### config.mk
export PLATFORM = sky130hd
export DESIGN_NAME = qk_score_buffer_flat
export DESIGN_NICKNAME = d
export VERILOG_FILES = /design/src/rtl/self_attention_pkg.sv /design/src/rtl/qk_score_buffer_if.sv /design/src/rtl/score_scale_round.sv /design/src/rtl/qk_score_buffer.sv /design/src/flat_wrapper.sv
export SDC_FILE = /design/constraint.sdc
export NUM_CORES = 1
export LEC_CHECK = 0
export CAP_MARGIN = 20
export CORE_MARGIN = 5
export CORE_UTILIZATION = 55
export CTS_CLUSTER_SIZE = 10
export DETAILED_ROUTE_END_ITERATION = 12
export MAX_ROUTING_LAYER = met4
export PLACE_DENSITY = 0.78
export SLEW_MARGIN = 5
export SYNTH_ARGS = -nofsm -noshare
export SYNTH_HDL_FRONTEND = slang
export SYNTH_HIERARCHICAL = 1
export SYNTH_SLANG_ARGS = --single-unit
### constraint.sdc
create_clock -name clk -period 21.6 [get_ports clk]
set_clock_uncertainty 0.15 [all_clocks]
set_input_delay 4.32 -clock clk [delete_from_list [all_inputs] [get_ports clk]]
set_output_delay 4.32 -clock clk [all_outputs]
set_load 0.03 [all_outputs]
### src/rtl/self_attention_pkg.sv
// rtl/self_attention_pkg.sv - shared defaults and types for the attention score path
// Purpose: default geometry of the Qn*KnT score block, the score-word type
//          and the drain FSM state encoding used by qk_score_buffer.
// Ports:   none (package)
package self_attention_pkg;

   localparam int DEF_ELEM_W         = 16;
   localparam int DEF_FRAC_W         = 8;
   localparam int DEF_ELEMS_PER_WORD = 2;
   localparam int DEF_NUM_WORDS      = 4;
   localparam int DEF_SCALE_SHIFT    = 3;

   localparam int DEF_WORD_W = DEF_ELEMS_PER_WORD * DEF_ELEM_W;
   localparam int DEF_IDX_W  = (DEF_NUM_WORDS > 1) ? $clog2(DEF_NUM_WORDS) : 1;

   typedef logic [DEF_WORD_W-1:0] score_word_t;

   typedef enum logic {
      ST_IDLE   = 1'b0,
      ST_STREAM = 1'b1
   } drain_state_e;

endpackage

### src/rtl/qk_score_buffer_if.sv
// rtl/qk_score_buffer_if.sv - block-in / word-out handshake bundle of qk_score_buffer
// Purpose: groups the score-block input and the scaled-word output handshakes.
// Ports:   in_valid/in_data/in_ready  score block from the matmul
//          out_data/out_valid/out_ready/out_last/out_idx  scaled words toward softmax
// Modports: slave = the buffer, master = the producer/consumer side.
interface qk_score_buffer_if
   import self_attention_pkg::*;
#(
   parameter int ELEM_W         = DEF_ELEM_W,
   parameter int ELEMS_PER_WORD = DEF_ELEMS_PER_WORD,
   parameter int NUM_WORDS      = DEF_NUM_WORDS
) ();

   localparam int WORD_W = ELEMS_PER_WORD * ELEM_W;
   localparam int IDX_W  = (NUM_WORDS > 1) ? $clog2(NUM_WORDS) : 1;

   logic                                in_valid;
   logic [NUM_WORDS-1:0][WORD_W-1:0]    in_data;
   logic                                in_ready;
   logic [WORD_W-1:0]                   out_data;
   logic                                out_valid;
   logic                                out_ready;
   logic                                out_last;
   logic [IDX_W-1:0]                    out_idx;

   modport slave (
      input  in_valid, in_data, out_ready,
      output in_ready, out_data, out_valid, out_last, out_idx
   );

   modport master (
      output in_valid, in_data, out_ready,
      input  in_ready, out_data, out_valid, out_last, out_idx
   );

endinterface

### src/rtl/score_scale_round.sv
// rtl/score_scale_round.sv - round-to-nearest arithmetic right shift of one score element
// Purpose: scales one signed fixed-point element by 2^-SCALE_SHIFT with rounding.
// Ports:   elem_i  signed element in
//          elem_o  scaled element out (same width, always representable)
module score_scale_round #(
   parameter int ELEM_W      = 16,
   parameter int SCALE_SHIFT = 3
) (
   input  logic [ELEM_W-1:0] elem_i,
   output logic [ELEM_W-1:0] elem_o
);

   localparam logic [ELEM_W:0] ROUND = {{ELEM_W{1'b0}}, 1'b1} << (SCALE_SHIFT - 1);

   // One extra bit keeps the rounding add from wrapping at the positive limit;
   // after the shift the result always fits back into ELEM_W bits.
   logic [ELEM_W:0] sum_w;

   assign sum_w  = {elem_i[ELEM_W-1], elem_i} + ROUND;
   assign elem_o = ELEM_W'($signed(sum_w) >>> SCALE_SHIFT);

endmodule

### src/rtl/qk_score_buffer.sv
// rtl/qk_score_buffer.sv - ping-pong buffer scaling QK^T score blocks and streaming them as words
// Purpose: captures a whole score block in one cycle into one of two banks,
//          scaled by 2^-SCALE_SHIFT, and drains banks word by word in capture order.
// Ports:   clk       sole clock
//          rst       synchronous active-high reset
//          bus       qk_score_buffer_if slave (block in, word out)
//          drop_cnt  saturating count of blocks refused while both banks were full
module qk_score_buffer
   import self_attention_pkg::*;
#(
   parameter int ELEM_W         = DEF_ELEM_W,
   parameter int FRAC_W         = DEF_FRAC_W,
   parameter int ELEMS_PER_WORD = DEF_ELEMS_PER_WORD,
   parameter int NUM_WORDS      = DEF_NUM_WORDS,
   parameter int SCALE_SHIFT    = DEF_SCALE_SHIFT
) (
   input  logic               clk,
   input  logic               rst,
   qk_score_buffer_if.slave   bus,
   output logic [7:0]         drop_cnt
);

   localparam int WORD_W = ELEMS_PER_WORD * ELEM_W;
   localparam int IDX_W  = (NUM_WORDS > 1) ? $clog2(NUM_WORDS) : 1;
   localparam logic [IDX_W-1:0] LAST_IDX = IDX_W'(NUM_WORDS - 1);

   typedef logic [NUM_WORDS-1:0][WORD_W-1:0] block_t;

   if (SCALE_SHIFT < 1 || SCALE_SHIFT > ELEM_W - 1 || FRAC_W < 0 || FRAC_W > ELEM_W) begin : g_param_check
      $error("qk_score_buffer: illegal parameter");
   end

   block_t        scaled;
   block_t        bank_q [2];
   logic [1:0]    full_q, full_d;
   logic          rd_q, rd_d;
   logic [IDX_W-1:0] idx_q, idx_d;
   logic [7:0]    drop_q, drop_d;
   drain_state_e  state_q, state_d;

   logic wr_bank;
   logic capture;
   logic drop;
   logic out_valid;
   logic xfer;
   logic last_xfer;

   for (genvar w = 0; w < NUM_WORDS; w++) begin : g_word
      for (genvar e = 0; e < ELEMS_PER_WORD; e++) begin : g_elem
         score_scale_round #(
            .ELEM_W      (ELEM_W),
            .SCALE_SHIFT (SCALE_SHIFT)
         ) u_scale (
            .elem_i (bus.in_data[w][e*ELEM_W +: ELEM_W]),
            .elem_o (scaled[w][e*ELEM_W +: ELEM_W])
         );
      end
   end

   // Bank 0 is preferred when both are free.
   assign wr_bank   = full_q[0];
   assign capture   = bus.in_valid & bus.in_ready;
   assign drop      = bus.in_valid & ~bus.in_ready;
   assign out_valid = (state_q == ST_STREAM) & full_q[rd_q];
   assign xfer      = out_valid & bus.out_ready;
   assign last_xfer = xfer & (idx_q == LAST_IDX);

   assign bus.in_ready  = ~(&full_q);
   assign bus.out_valid = out_valid;
   assign bus.out_data  = bank_q[rd_q][idx_q];
   assign bus.out_last  = out_valid & (idx_q == LAST_IDX);
   assign bus.out_idx   = idx_q;
   assign drop_cnt      = drop_q;

   always_comb begin
      full_d  = full_q;
      rd_d    = rd_q;
      idx_d   = idx_q;
      drop_d  = drop_q;
      state_d = state_q;

      // A capture never targets the draining bank: it needs a free bank and
      // the draining one is full, so both updates can land on the same edge.
      if (last_xfer) full_d[rd_q]    = 1'b0;
      if (capture)   full_d[wr_bank] = 1'b1;

      if (xfer) idx_d = last_xfer ? '0 : idx_q + 1'b1;

      // With only two banks the next block in capture order is always the
      // other bank; a capture into an empty buffer always lands in bank 0.
      if (last_xfer)
         rd_d = ~rd_q;
      else if (capture && full_q == 2'b00)
         rd_d = 1'b0;

      if (drop && drop_q != 8'hFF) drop_d = drop_q + 8'd1;

      case (state_q)
         ST_IDLE:   if (|full_d) state_d = ST_STREAM;
         ST_STREAM: if (last_xfer && !(|full_d)) state_d = ST_IDLE;
         default:   state_d = ST_IDLE;
      endcase
   end

   always_ff @(posedge clk) begin
      if (rst) begin
         full_q  <= 2'b00;
         rd_q    <= 1'b0;
         idx_q   <= '0;
         drop_q  <= 8'd0;
         state_q <= ST_IDLE;
      end else begin
         full_q  <= full_d;
         rd_q    <= rd_d;
         idx_q   <= idx_d;
         drop_q  <= drop_d;
         state_q <= state_d;
      end
   end

   // Bank storage is not reset; the full flags alone decide what is valid.
   always_ff @(posedge clk) begin
      if (capture && !rst) bank_q[wr_bank] <= scaled;
   end

endmodule

### src/flat_wrapper.sv
// flat-port wrapper written by rule: the top's interface ports become plain ports
module qk_score_buffer_flat import self_attention_pkg::*;
#(
   parameter int ELEM_W         = DEF_ELEM_W,
   parameter int FRAC_W         = DEF_FRAC_W,
   parameter int ELEMS_PER_WORD = DEF_ELEMS_PER_WORD,
   parameter int NUM_WORDS      = DEF_NUM_WORDS,
   parameter int SCALE_SHIFT    = DEF_SCALE_SHIFT
)
  (clk, rst, drop_cnt, bus_in_valid, bus_in_data, bus_out_ready, bus_in_ready, bus_out_data, bus_out_valid, bus_out_last, bus_out_idx);
  qk_score_buffer_if #(.ELEM_W(ELEM_W), .ELEMS_PER_WORD(ELEMS_PER_WORD), .NUM_WORDS(NUM_WORDS)) bus_i ();
  input  logic clk;
  input  logic rst;
  output logic [7:0] drop_cnt;
  input wire logic [$bits(bus_i.in_valid)-1:0] bus_in_valid;
  input wire logic [$bits(bus_i.in_data)-1:0] bus_in_data;
  input wire logic [$bits(bus_i.out_ready)-1:0] bus_out_ready;
  output wire logic [$bits(bus_i.in_ready)-1:0] bus_in_ready;
  output wire logic [$bits(bus_i.out_data)-1:0] bus_out_data;
  output wire logic [$bits(bus_i.out_valid)-1:0] bus_out_valid;
  output wire logic [$bits(bus_i.out_last)-1:0] bus_out_last;
  output wire logic [$bits(bus_i.out_idx)-1:0] bus_out_idx;
  assign bus_i.in_valid = bus_in_valid;
  assign bus_i.in_data = bus_in_data;
  assign bus_i.out_ready = bus_out_ready;
  assign bus_in_ready = bus_i.in_ready;
  assign bus_out_data = bus_i.out_data;
  assign bus_out_valid = bus_i.out_valid;
  assign bus_out_last = bus_i.out_last;
  assign bus_out_idx = bus_i.out_idx;
  qk_score_buffer #(.ELEM_W(ELEM_W), .FRAC_W(FRAC_W), .ELEMS_PER_WORD(ELEMS_PER_WORD), .NUM_WORDS(NUM_WORDS), .SCALE_SHIFT(SCALE_SHIFT)) u_core (.clk(clk), .rst(rst), .bus(bus_i), .drop_cnt(drop_cnt));
endmodule
* Yosys cells after proc, flatten, opt, wreduce, memory -nomap -nowiden *
Memory sizes are Yosys's and may differ from the RTL's. A register that Yosys moved wholly into a read port is not among the register bits.
Cells that the tools add are included.

word-level totals
  RAM bits = 256
  input port bits = 132
  memories = 1
  logic and storage cells = 67
  bits in registers = 14

cells by class
  equal/unequal tests = 2
  $lt $le $gt $ge = 5
  muxes and demuxes = 20
  reductions and logical operators = 12
  $add $sub $neg = 10
  bitwise operators = 12

memory list
  name           depth  bits a word  read ports  clocked after memory_dff  wr ports  line                   RTL
  u_core.bank_q  2      128          1           1                         1         qk_score_buffer.sv:34  block_t bank_q [2];

operators with widths
  operator                 number
  $add A16 B4 Y17 const B  8
  $bmux W32 S2             1
  $mux W32                 1
  $mux W1                  12
  $add A8 B1 Y8 const B    1
  $ne A8 B8 Y1 const B     1
  $and A1 B1 Y1            6
  $logic_and A1 B1 Y1      6
  $mux W2                  3
  $lt A1 B2 Y1 const B     2
  $lt A2 B3 Y1 const B     1
  $not A1 Y1               3
  $add A2 B1 Y2 const B    1
  $and A2 B2 Y2            1
  $demux W1 S1             2
  $eq A2 B2 Y1 const B     1
  $ge A1 B1 Y1 const B     2
  $logic_not A1 Y1         2
  $logic_not A2 Y1         1
  $not A2 Y2               1
  $or A2 B2 Y2             1
  $pmux W1 S2              1
  $reduce_and A2 Y1        1
  $reduce_bool A2 Y1       1
  $reduce_or A2 Y1         1

* Longest topological paths before layout *
Gate-level depths: netlist of run 1.

  depth after elaboration = 14
  gate-level depth with buffers = 5
  mapped depth without buffers = 4

* Hierarchy *
The synthesis of run 1 kept the hierarchy.

by module, submodules not included
  module             area each (µm²)  cells an instance  seq. area each (µm²)  instances
  qk_score_buffer    10495.1          525                7987.7                1
  score_scale_round  264.0            35                 0.0                   8

* Least setup slack after synthesis of run 1 *
No wires, ideal clock.

  path type = in2reg
  start = in rst
  end = mem u_core/bank_q[0][0] (netlist bit) (enable)
  stages on the path = 3
  data required time = 20652 ps
  setup time = 798 ps
  path buffers = 2
  arrival = 13992 ps
  path slack = 6660 ps
  cells stage by stage = buf_2 buf_1 nor3b_1

between the ends
  longest elaborated chain between the ends = 4

ends and longest elaborated chain
  item                           line                    RTL
  start: declaration             flat_wrapper.sv:13      input logic rst;
  $logic_not A1 Y1               qk_score_buffer.sv:123  if (capture && !rst) bank_q[wr_bank] <= scaled;
  $logic_and A1 B1 Y1            qk_score_buffer.sv:123
  $mux W1                        qk_score_buffer.sv:123
  $mux W1 (not written as such)  qk_score_buffer.sv:123
  end: declaration               qk_score_buffer.sv:34

Every way passes these cells.

==> results.md, run 1 <==
CTS:
- At the later pin of the worst-skew pair, clock insertion delay measures 530 ps.
- The number of sinks driven by the clock tree is 271.
- The number of buffers added by the clock tree synthesis step is 31.
- The total setup buffers inserted after CTS is 0.
- The clock-pin slew on the worst setup and hold paths is 50 ps.
- Gates resized during post-CTS repair numbered 0.
- Clock tree synthesis selected as its root buffer the cell sky130_fd_sc_hd__clkbuf_16.
- The number of hold buffers added after CTS is 0.
- The CTS tree is yes.
- The H-tree depth is 1.
- The maximum buffer depth of the clock tree is 3.

STA:
- Setup repair after global routing left no endpoint under its margin.
- Dividing the final minimum period by the clock period gives 0.368.
- The final-report hold violation count is 0.
- Summed over all failing endpoints, the final setup total negative slack is 0 ps.
- The final number of max-transition violations is 0.
- After layout, the minimum clock period comes to 7950 ps.
- Based on the critical path, the design can be clocked at up to 126 MHz.
- The actual slew at the worst max-slew pin is 1070 ps.
- Setup violations remaining at the end of the flow were counted as 0.
- In the post-route analysis, the smallest setup slack over all paths is 13650 ps.
- Measured against its own limit, the worst slew margin works out to 0.283.
- The tightest hold margin is 377 ps.

Die:
- The core region is 22600 um2.
- For this configuration, the core starts out at a cell density of 0.557.
- In this run the vertical extent of the chip is 161 um.
- The row count is 55.
- The die span in x is 161 um.
- The overall die area is 26100 um2.
- The number of ports placed on the die boundary is 177.

Setup path:
- In this design, the critical path's most frequently occurring cell is sky130_fd_sc_hd__nand2_1.
- The worst setup path is launched from a flip-flop.
- The data required time at the worst endpoint is 17130 ps.
- In this run the worst path has a maximum fanout of 33.
- Walking the worst path, the cells encountered are buf_4 -> mux4_1 -> nand2_1 -> nand2_1 -> clkdlybuf4s50_1.
- The endpoint kind of the worst setup timing path is an output pin.
- The maximum cell stage delay along the critical path is 780 ps.
- The arrival time of the worst setup path is 3480 ps.
- The critical path's slowest cell is sky130_fd_sc_hd__dfxtp_4.
- The kind of critical path is reg2out.

Status:
- The flow ran to the end, and the final reports show no timing, DRC or antenna violations.

Cells and area:
- The final layout contains 1104 nets.
- The core utilization of the finished layout is 0.671.
- From synthesis to final layout, the design area changed by 20.4%.
- After filler insertion, the fill cell instance count of the layout stands at 1600.
- Excluding fillers, the count of instances in the completed layout stands at 1271.
- The finished cells cover 15200 um2.
- In the final layout, the share of cells above drive strength 1 is 0.129.
- The repair_antennas step left the layout with diodes totalling 0.

Logic synthesis:
- The share of the Yosys chip area taken by registers is 0.634.
- Of the total synthesized cell area, the portion taken by XOR and XNOR cells is 0.0667.
- The commonest cells after synthesis are sky130_fd_sc_hd__edfxtp_1, sky130_fd_sc_hd__nand2_1, sky130_fd_sc_hd__mux4_2, sky130_fd_sc_hd__xnor2_1, sky130_fd_sc_hd__xor2_1.
- The cell type with the highest aggregate area in the netlist is sky130_fd_sc_hd__edfxtp_1.
- After synthesis, the largest family of logic cells by area is multiplexers.
- The synthesized design contains 271 register bits.
- The cell area after technology mapping is 12600 um2.
- During synthesis, Yosys emitted a total of 6 warnings.
- The leading register cell type out of synthesis is sky130_fd_sc_hd__edfxtp_1.
- The post-synthesis adder-cell area fraction is 0.00992.
- Of the total synthesized cell area, the portion taken by AND, OR, NAND and NOR gates is 0.115.
- Yosys attributes the largest share of cell area to sky130_fd_sc_hd__edfxtp_1, sky130_fd_sc_hd__mux4_2, sky130_fd_sc_hd__nand2_1.
- The leading cell type by number of instances after synthesis is sky130_fd_sc_hd__edfxtp_1.
- The synthesized instance count is 805.
- The distinct cell type count after synthesis is 44.
- When the netlist entered floorplanning its net count stood at 947.
- In this run, synthesis inferred 256 flip-flops with an integrated enable.
- The area share of the leading cell type in the synthesized netlist is 0.610.
- The per-instance average area after synthesis is 15.7 um2.
- The fraction of registers with async set or reset after synthesis is 0.
- The compound-gate portion of the synthesized area is 0.0209.
- Of the post-synthesis cell area, the part taken by muxes is 0.120.

Global route:
- The global-route wire length before repair is 40500 um.
- The via count of the first global-routing pass is 7498.
- The pin count of the biggest net entering global routing is 69.
- In the global route stage, overall resource usage came out at 0.202.
- The initial antenna violation count is 0.
- The global route total overflow is 0.

Place:
- During placement, the flow inserted port buffers numbering 160.
- The total cell area at the placement stage is 14300 um2.
- The pre-CTS setup slack is 14050 ps.
- The number of placed instances with taps included is 1214.
- The final weighted congestion of routability-driven global placement is 0.838.
- The half-perimeter wire length of the detailed placement result is 17700 um.

Route:
- In this run, the number of DRC markers left after iteration 0 of detailed routing was 576.
- The count of nets left with antenna violations after detail routing is 0.
- The final wirelength is 26100 um.
- Detailed routing placed a total of 1380 um of wire on met3.
- The number of vias after detailed routing is 7282.
- The first detailed-routing pass ran for 5 iterations.
- The detailed-route wire length on metal 1 is 11000 um.
- Routed signal wires occupy layers up through met4.
- The detailed-route DRC error count is 0.
- The per-cell routed wire length is 20.5 um.
- After detailed routing, the met2 layer carries 13300 um of wire.
- In the routed layout, each cell is associated on average with a via count of 5.73.

Power:
- The leakage power total is 4.99 nW.
- The largest voltage drop on the vdd net is 0.0545 mV.
- The sum of internal, switching and leakage power is 1.18 mW.
- For this design the ratio of total power to cell area is 77.7 nW/um2.

Flow run:
- The number of maximum-capacitance violations is 0.

Min path:
- The type of the most critical hold path is reg2reg.
-- area by class of cell --
class | instances | area [um2] | share of cell area
inverters | 21 | 78.8 | 0.00519
flip-flops and latches | 271 | 7990 | 0.526
clock buffers | 57 | 903 | 0.0595
multi-input cells | 470 | 4200 | 0.276
repair buffers | 167 | 1650 | 0.109
well taps | 285 | 357 | 0.0235
-- cell families (layout without fill, tap and decap cells) --
logic type,Yosys count,after routing
xor gates and xnor gates,96,96
muxes,69,69
AOI/OAI and AO/OA,29,29
DFF,271,271
buffers and inverters,64,245
and+or+nand+nor,266,266
adders and majority gates,10,10
-- state kept, by name (all words and copies together) (netlist names), named ones only --
register	cells
u_core/bank_q	256
u_core/drop_cnt	8
u_core/bus.out_idx	2
u_core/full_q	2
u_core/rd_q	1
u_core/state_q	1
-- layer usage --
layer | vias up | track usage
li1 | 3417 | -
met1 | 3622 | 0.271
met2 | 207 | 0.336
met3 | 36 | 0.0237
met4 | 0 | 0.0500
met5 | - | -
-- final timing paths --
path / start / to / slack (ps) / cells past startpoint
worst min register to register: u_core/drop_cnt[7] / u_core/drop_cnt[6] / 380 / 2
worst max-delay path: flip-flop / bus_out_data[0] / 13650 / 5
worst min-delay path: u_core/drop_cnt[7] / u_core/drop_cnt[6] / 380 / 2
worst max register to register: u_core/full_q[0] / u_core/bank_q[1][94] / 18720 / 4
-- report_power, final --
part / internal (mW) / switching [mW] / leakage [nW]
registers: 0.597 / 0.00464 / 2.47
clock network: 0.277 / 0.189 / 0.431
logic: 0.0510 / 0.0612 / 2.09
total: 0.925 / 0.254 / 4.99
-- cell usage in the layout, fill, tap and decap left out, drive strengths merged, types with 7 or more instances in the layout --
master,count
xnor2,56
clkdlybuf4s50,160
mux4,64
clkbuf,57
nor4,10
o41a,8
nand2,135
dfxtp,15
nor2,21
and4,10
buf,7
or4b,8
xor2,40
nor3,11
nor3b,9
edfxtp,256
nor4b,8
nand3,27
ha,10
inv,21
nand4,18
-- critical path: cells and delay by family (launching register included) --
kind                   cells  cell delay (ps)
muxes                      1              680
buffers and inverters      2             1240
and+or+nand+nor            2              210
DFF                        1              780
(Power assumes the default switching activity.)
==> inputs of run 2 (changes only) <==
clock period = 8.1 ns   (was 21.6 ns; I/O delays follow)
==> run 2 against run 1 <==
Clock power increased to 2.6 times the previous value; non-clock buffer count fell by 1; utilization is 0.083 points higher; via count up 0.25%; sequential power rose to 2.7 times the previous value; register-to-register slack worse by 13000 ps; design area is 0.12% higher; total power increased to 2.7 times the previous value; critical path type unchanged; critical endpoint is now bus_out_data[18].
==> results.md, run 2 (same netlist as run 1, synthesis figures left out) <==
Status:
- The run finished with clean final reports.

STA:
- Setup violations remaining at the end of the flow were counted as 0.
- Setup repair after global routing left no endpoint under its margin.
- In the finished design, the share of the clock period the worst path needs comes to 0.638.
- The final number of max-transition violations is 0.
- Timing would allow up to 194 MHz.
- The sum of negative setup slack is 0 ps.
- The worst pin sits at a relative slew slack of 0.342.
- The final-report hold violation count is 0.
- The post-layout minimum cycle time is 5160 ps.
- At the pin with the least slew margin, the transition time is 987 ps.

CTS:
- Clock tree synthesis found a total of 271 sinks.
- The clock-pin slew on the worst setup and hold paths is 50 ps.
- The clock passes through at most 3 buffers.
- Counting the buffers created by CTS gives 31.
- The cell chosen for the clock root is sky130_fd_sc_hd__clkbuf_16.
- The clock reaches the later pin of the worst-skew pair after 530 ps.
- TritonCTS built the clock tree.
- After clock tree synthesis, the setup repair step added 0 buffers.
- The post-cts resize count is 0.
- The number of hold buffers added after CTS is 0.
- CTS built an H-tree with a depth of 1.

Power:
- The share of total power dissipated in combinational logic is 0.096.
- Power spread over the standard cell area amounts to 206 nW/um2.
- The net switching fraction of the power is 0.217.
- In this run the power spent charging and discharging nets is 680 uW.
- The sum of internal, switching and leakage power is 3.13 mW.
- The leakage power total is 4.99 nW.
- The share of total power dissipated in the clock network is 0.391.
- The cell-internal power is 2.45 mW.
- The largest voltage drop on the vdd net is 0.165 mV.
- The share of total power dissipated in sequential elements is 0.513.

Setup path:
- STA puts the critical path data arrival time at 3390 ps.
- Of all nets on the critical path, the largest fanout is 47.
- On the worst path, the slowest cell contributes a delay of 1000 ps.
- The largest individual stage delay along the critical path comes from the cell sky130_fd_sc_hd__dfxtp_4.
- For the worst setup path, the data required time is 6330 ps.
- The critical path in this run is classified as reg2out.
- The most frequent cell on the critical path is sky130_fd_sc_hd__nand2_1.
- The critical path goes through buf_4 -> mux4_2 -> nand2_1 -> nand2_1 -> clkdlybuf4s50_1.
- The worst setup path is captured at an output pin.
- STA classifies the critical path startpoint as a flip-flop.

Route:
- The first TritonRoute pass finished after 5 iterations.
- The ratio of routed vias to standard cells is 5.75.
- After detailed routing, the average wire length per cell comes to 20.6 um.
- Once detail routing completed, the nets flagged for antenna violations numbered 0.
- The detailed-route DRC error count is 0.
- The final wirelength is 26200 um.
- The number of design-rule violations left by the first detailed-router iteration is 567.
- The number of vias after detailed routing is 7300.

Die:
- During I/O placement, the number of pins put on the boundary was 177.
- After floorplanning, the core was divided into 55 placement rows.
- The die covers 26100 um2.
- The region available for standard cell placement spans 22600 um2.
- From left edge to right edge, the die measures 161 um.
- The die is 161 um tall.
- The starting density of the core is 0.557.

Global route:
- The global route total overflow is 0.
- The first global-routing pass estimated 41700 um of wire.
- The via count of the first global-routing pass is 7617.
- The overall routing resource usage is 0.208.
- The initial antenna violation count is 0.
- Entering global routing, the biggest net connects 129 pins.

Flow run:
- The number of maximum-capacitance violations is 0.

Cells and area:
- Leaving out fill and tap cells, the most frequent cells in the layout are sky130_fd_sc_hd__edfxtp_1, sky130_fd_sc_hd__clkdlybuf4s50_1, sky130_fd_sc_hd__nand2_1, sky130_fd_sc_hd__mux4_2, sky130_fd_sc_hd__xnor2_1.
- The repair_antennas step left the layout with diodes totalling 0.
- The area growth from synthesis to layout is 20.6%.
- The number of flip-flops under the largest register name is 256.
- The layout net count is 1103.
- Leaving out fill and tap cells, the most frequent cell in the layout is sky130_fd_sc_hd__edfxtp_1.
- The filler cell count in the final layout is 1592.
- The share of layout cells above drive strength 1 is 0.127.
- The register with the highest flop count is u_core/bank_q.

Min path:
- The type of the most critical hold path is reg2reg.

Place:
- Detailed placement ended at an HPWL of 17500 um.
- Input and output buffers added on the ports amount to 160.
- The final weighted congestion of routability-driven global placement is 0.858.
## run 2: critical path: cells and delay by family (launching register included)
family / cells / cell delay [ps]
buffers and inverters: 2 / 1140
AND/OR/NAND/NOR: 2 / 140
flip-flops: 1 / 1000
multiplexers: 1 / 570
## run 2: final cells by class
type	instances	area, um2	area share
inverters	21	78.8	0.00519
clock buffers	56	880	0.0579
well taps	285	357	0.0235
clock inverters	1	5.00	0.000329
flip-flops and latches	271	7990	0.526
repair buffers	166	1680	0.110
multi-input cells	470	4210	0.277
## run 2: per-stage QoR
stage | hold slack, ps | utilization | instance area, um2 | worst slack [ps] | cells
after floorplan | 354 | - | 12600 | 447 | 805
after global placement | 352 | 0.632 | 14300 | 3340 | 1212
after detailed placement | 359 | 0.632 | 14300 | 3380 | 1212
after CTS | 367 | 0.671 | 15200 | 2810 | 1269
after global routing | 394 | 0.671 | 15200 | 2630 | 1270
final | 367 | 0.671 | 15200 | 2940 | 1270
## run 2: final timing paths
check | from | end | slack, ps | depth (start not counted)
hold reg to reg | u_core/drop_cnt[7] | u_core/drop_cnt[6] | 370 | 2
setup / recovery | flip-flop | bus_out_data[18] | 2940 | 5
hold / removal | u_core/drop_cnt[7] | u_core/drop_cnt[6] | 370 | 2
setup reg to reg | u_core/bus.out_idx[0] | u_core/state_q | 5460 | 5
## run 2: metal layers
layer / global-route usage / share of wire / vias up
li1: - / - / 3418
met1: 0.286 / 0.43 / 3615
met2: 0.333 / 0.49 / 222
met3: 0.0265 / 0.054 / 45
met4: 0.0605 / 0.025 / 0
met5: - / 0 / -
## run 2: power by group through the flow
| stage | sequential, mW | combinational [mW] | clock [mW] |
|---|---|---|---|
| 5_1_grt | 1.61 | 0.321 | 1.32 |
| 6_report | 1.61 | 0.300 | 1.22 |
| 4_1_cts | 1.61 | 0.301 | 1.25 |
| 3_5_place_dp | 1.64 | 0.300 | 0 |
| 2_1_floorplan | 1.63 | 0.156 | 0 |
| 3_3_place_gp | 1.63 | 0.294 | 0 |
==> inputs of run 3 (changes only) <==
clock period = 4.9 ns   (was 8.1 ns; I/O delays follow)
==> run 3 against run 2 <==
Flip-flop and latch count unchanged; sequential power grew 65%; global-route usage shrank 0.22 points; utilization rose by 0.27 points; critical endpoint unchanged; non-clock buffer count is 2 higher; design area up 0.40%; clock power up 66%; critical path depth stayed put; via count fell by 0.74%; clock-buffer cell count rose by 1; largest cell class unchanged; worst hold slack lost 1.6 ps.
==> results.md, run 3 (same netlist as run 1, synthesis figures left out) <==
STA:
- Setup violations remaining at the end of the flow were counted as 0.
- The final-report hold violation count was 0.
- The sum of negative setup slack is 0 ps.
- The smallest clock period supported by the final layout is computed as 4120 ps.
- For the pin with the worst max-slew slack, the measured transition is 863 ps.
- The least setup slack across all paths after layout is 775 ps.
- Static timing analysis puts the maximum clock frequency at 242 MHz.
- The relative slew slack is 0.425.
- The final number of max-transition violations is 0.
- Setup repair after global routing left no endpoint under its margin.
- The final period utilization is 0.842.

Route:
- The count of nets left with antenna violations after detail routing is 0.
- The highest metal layer used by the detailed router is met4.
- The final wirelength is 25900 um.
- After detailed routing, the average wire length per cell comes to 20.4 um.
- The first routing iteration left 585 violations.
- The routed length on met3 is 1460 um.
- The first detailed-routing pass ran for 7 iterations.
- In the detailed route, the total length drawn on met2 is 12800 um.
- The detailed router put a total of 11000 um of wire on met1.
- For this block, the via count after detailed routing is 7246.
- For this run, design rule violations remaining after detail routing come to 0.
- The ratio of routed vias to standard cells is 5.70.

Setup path:
- The biggest fanout along the worst timing path is 29.
- The startpoint of the most critical register-to-register path is u_core/full_q[0].
- STA classifies the critical path startpoint as a flip-flop.
- Counting cells, the worst reg-to-reg path comes to 3.
- Traced cell by cell, the critical path runs through buf_12 -> mux4_2 -> nand2_1 -> nand2_1 -> clkdlybuf4s50_1.
- For flop-to-flop paths, the worst setup slack is 2810 ps.
- STA puts the critical path data required time at 3770 ps.
- For this design, the slowest cell found on the critical path is sky130_fd_sc_hd__dfxtp_4.
- STA classifies the critical path endpoint as an output pin.
- The critical path is of the reg2out type.
- The most frequent cell on the critical path is sky130_fd_sc_hd__nand2_1.
- The end of the worst register-to-register path is u_core/bank_q[1][62].
- The arrival time of the worst setup path is 2990 ps.
- The maximum cell stage delay along the critical path is 760 ps.

Global route:
- The overall routing resource usage is 0.206.
- The global-route wire length before repair is 41200 um.
- The global route total overflow is 0.
- The initial antenna violation count is 0.
- Entering global routing, the biggest net connects 129 pins.
- The via count of the first global-routing pass is 7592.

Place:
- Detailed placement finished with a half-perimeter wire length of 17800 um.
- Port buffering added 160 buffers.
- The congestion estimate from routability-driven global placement came to 0.859.
- Prior to clock tree synthesis, the placed netlist has a worst setup slack of 1230 ps.

Min path:
- The path with the worst hold slack has its endpoint at u_core/drop_cnt[1].
- The startpoint identified for the worst hold timing path is u_core/drop_cnt[1].
- Along the worst hold path, the cell count comes to 2.
- The type of the most critical hold path is reg2reg.

CTS:
- At the later pin of the worst-skew pair, clock insertion delay measures 530 ps.
- The number of buffers added by the clock tree synthesis step is 31.
- Hold repair after CTS inserted 0 buffers.
- The maximum buffer depth of the clock tree is 3.
- Clock-pin slew was measured on the worst setup and hold paths at 60 ps.
- The cell chosen for the clock root is sky130_fd_sc_hd__clkbuf_16.
- The H-tree depth is 1.
- TritonCTS built the clock tree.
- The total setup buffers inserted after CTS is 0.
- Counting every sink on the clock net gives 271.
- The post-cts resize count is 0.

Die:
- For this design the top-level I/O count stands at 177.
- The core area is 22600 um2.
- The die is 161 um tall.
- The die span in x is 161 um.
- After floorplanning, the core was divided into 55 placement rows.
- The starting density of the core is 0.557.
- The overall die area is 26100 um2.

Cells and area:
- The synthesis-to-finish area growth is 21.1%.
- Of the cells placed in the final design, the portion with a size suffix greater than 1 is 0.129.
- The number of flip-flops under the largest register name is 256.
- 0 antenna diodes ended up in the layout.
- After the last flow step, the layout net total stands at 1105.
- The most common cell after layout, fill and taps aside is sky130_fd_sc_hd__edfxtp_1.
- The top cell types in the final layout, fill and taps aside, are sky130_fd_sc_hd__edfxtp_1, sky130_fd_sc_hd__clkdlybuf4s50_1, sky130_fd_sc_hd__nand2_1, sky130_fd_sc_hd__mux4_2, sky130_fd_sc_hd__xnor2_1.
- The register with the highest flop count is u_core/bank_q.
- For this run, the share of the core covered by cells in the final layout is 0.674.

Status:
- The flow ran to the end, and the final reports show no timing, DRC or antenna violations.

Power:
- In this run the static leakage power is 5.02 nW.
- The largest voltage drop on the vdd net is 0.287 mV.
- In this run the power density over the cells is 339 nW/um2.

Flow run:
- Across the run, the number of max-cap violations was 0.
[run 3: how the worst max path moves through the flow]
stage	start	endpoint	slack, ps
after floorplan	rst	u_core/bank_q[0][0]	-180
after global placement	flip-flop	bus_out_data[2]	1210
after detailed placement	flip-flop	bus_out_data[2]	1230
after CTS	flip-flop	bus_out_data[2]	660
after global routing	flip-flop	bus_out_data[17]	570
final	flip-flop	bus_out_data[18]	780
[run 3: layer usage]
metal  global-route usage  vias to the layer above
met5                    -                        -
met4               0.0578                        0
met3               0.0291                       43
met2                0.330                      220
met1                0.281                     3562
li1                     -                     3421
[run 3: critical path, delay by kind of cell, from the launching register on]
family	cells	cell delay, ps
muxes	1	540
and+or+nand+nor	2	160
buffers and inverters	2	970
DFF	1	760
[run 3: layout make-up]
type | count | area, um2
Clock buffer | 57 | 893
Fill cell | 1613 | 7380
Inverter | 21 | 78.8
Multi-Input combinational cell | 470 | 4210
Sequential cell | 271 | 7990
Tap cell | 285 | 357
Timing Repair Buffer | 168 | 1730
[run 3: metrics by stage]
stage / area (um2) / hold slack, ps / std cells / power (mW)
after floorplan: 12700 / 352 / 805 / 2.96
after global placement: 14300 / 352 / 1214 / 3.19
after detailed placement: 14300 / 358 / 1214 / 3.20
after CTS: 15200 / 366 / 1271 / 5.24
after global routing: 15300 / 401 / 1272 / 5.40
final: 15300 / 365 / 1272 / 5.18
[run 3: report_power, final]
part           internal, mW  leakage [nW]  switching, mW
registers              2.63          2.47         0.0260
clock network          1.21         0.425          0.822
logic                 0.228          2.12          0.266
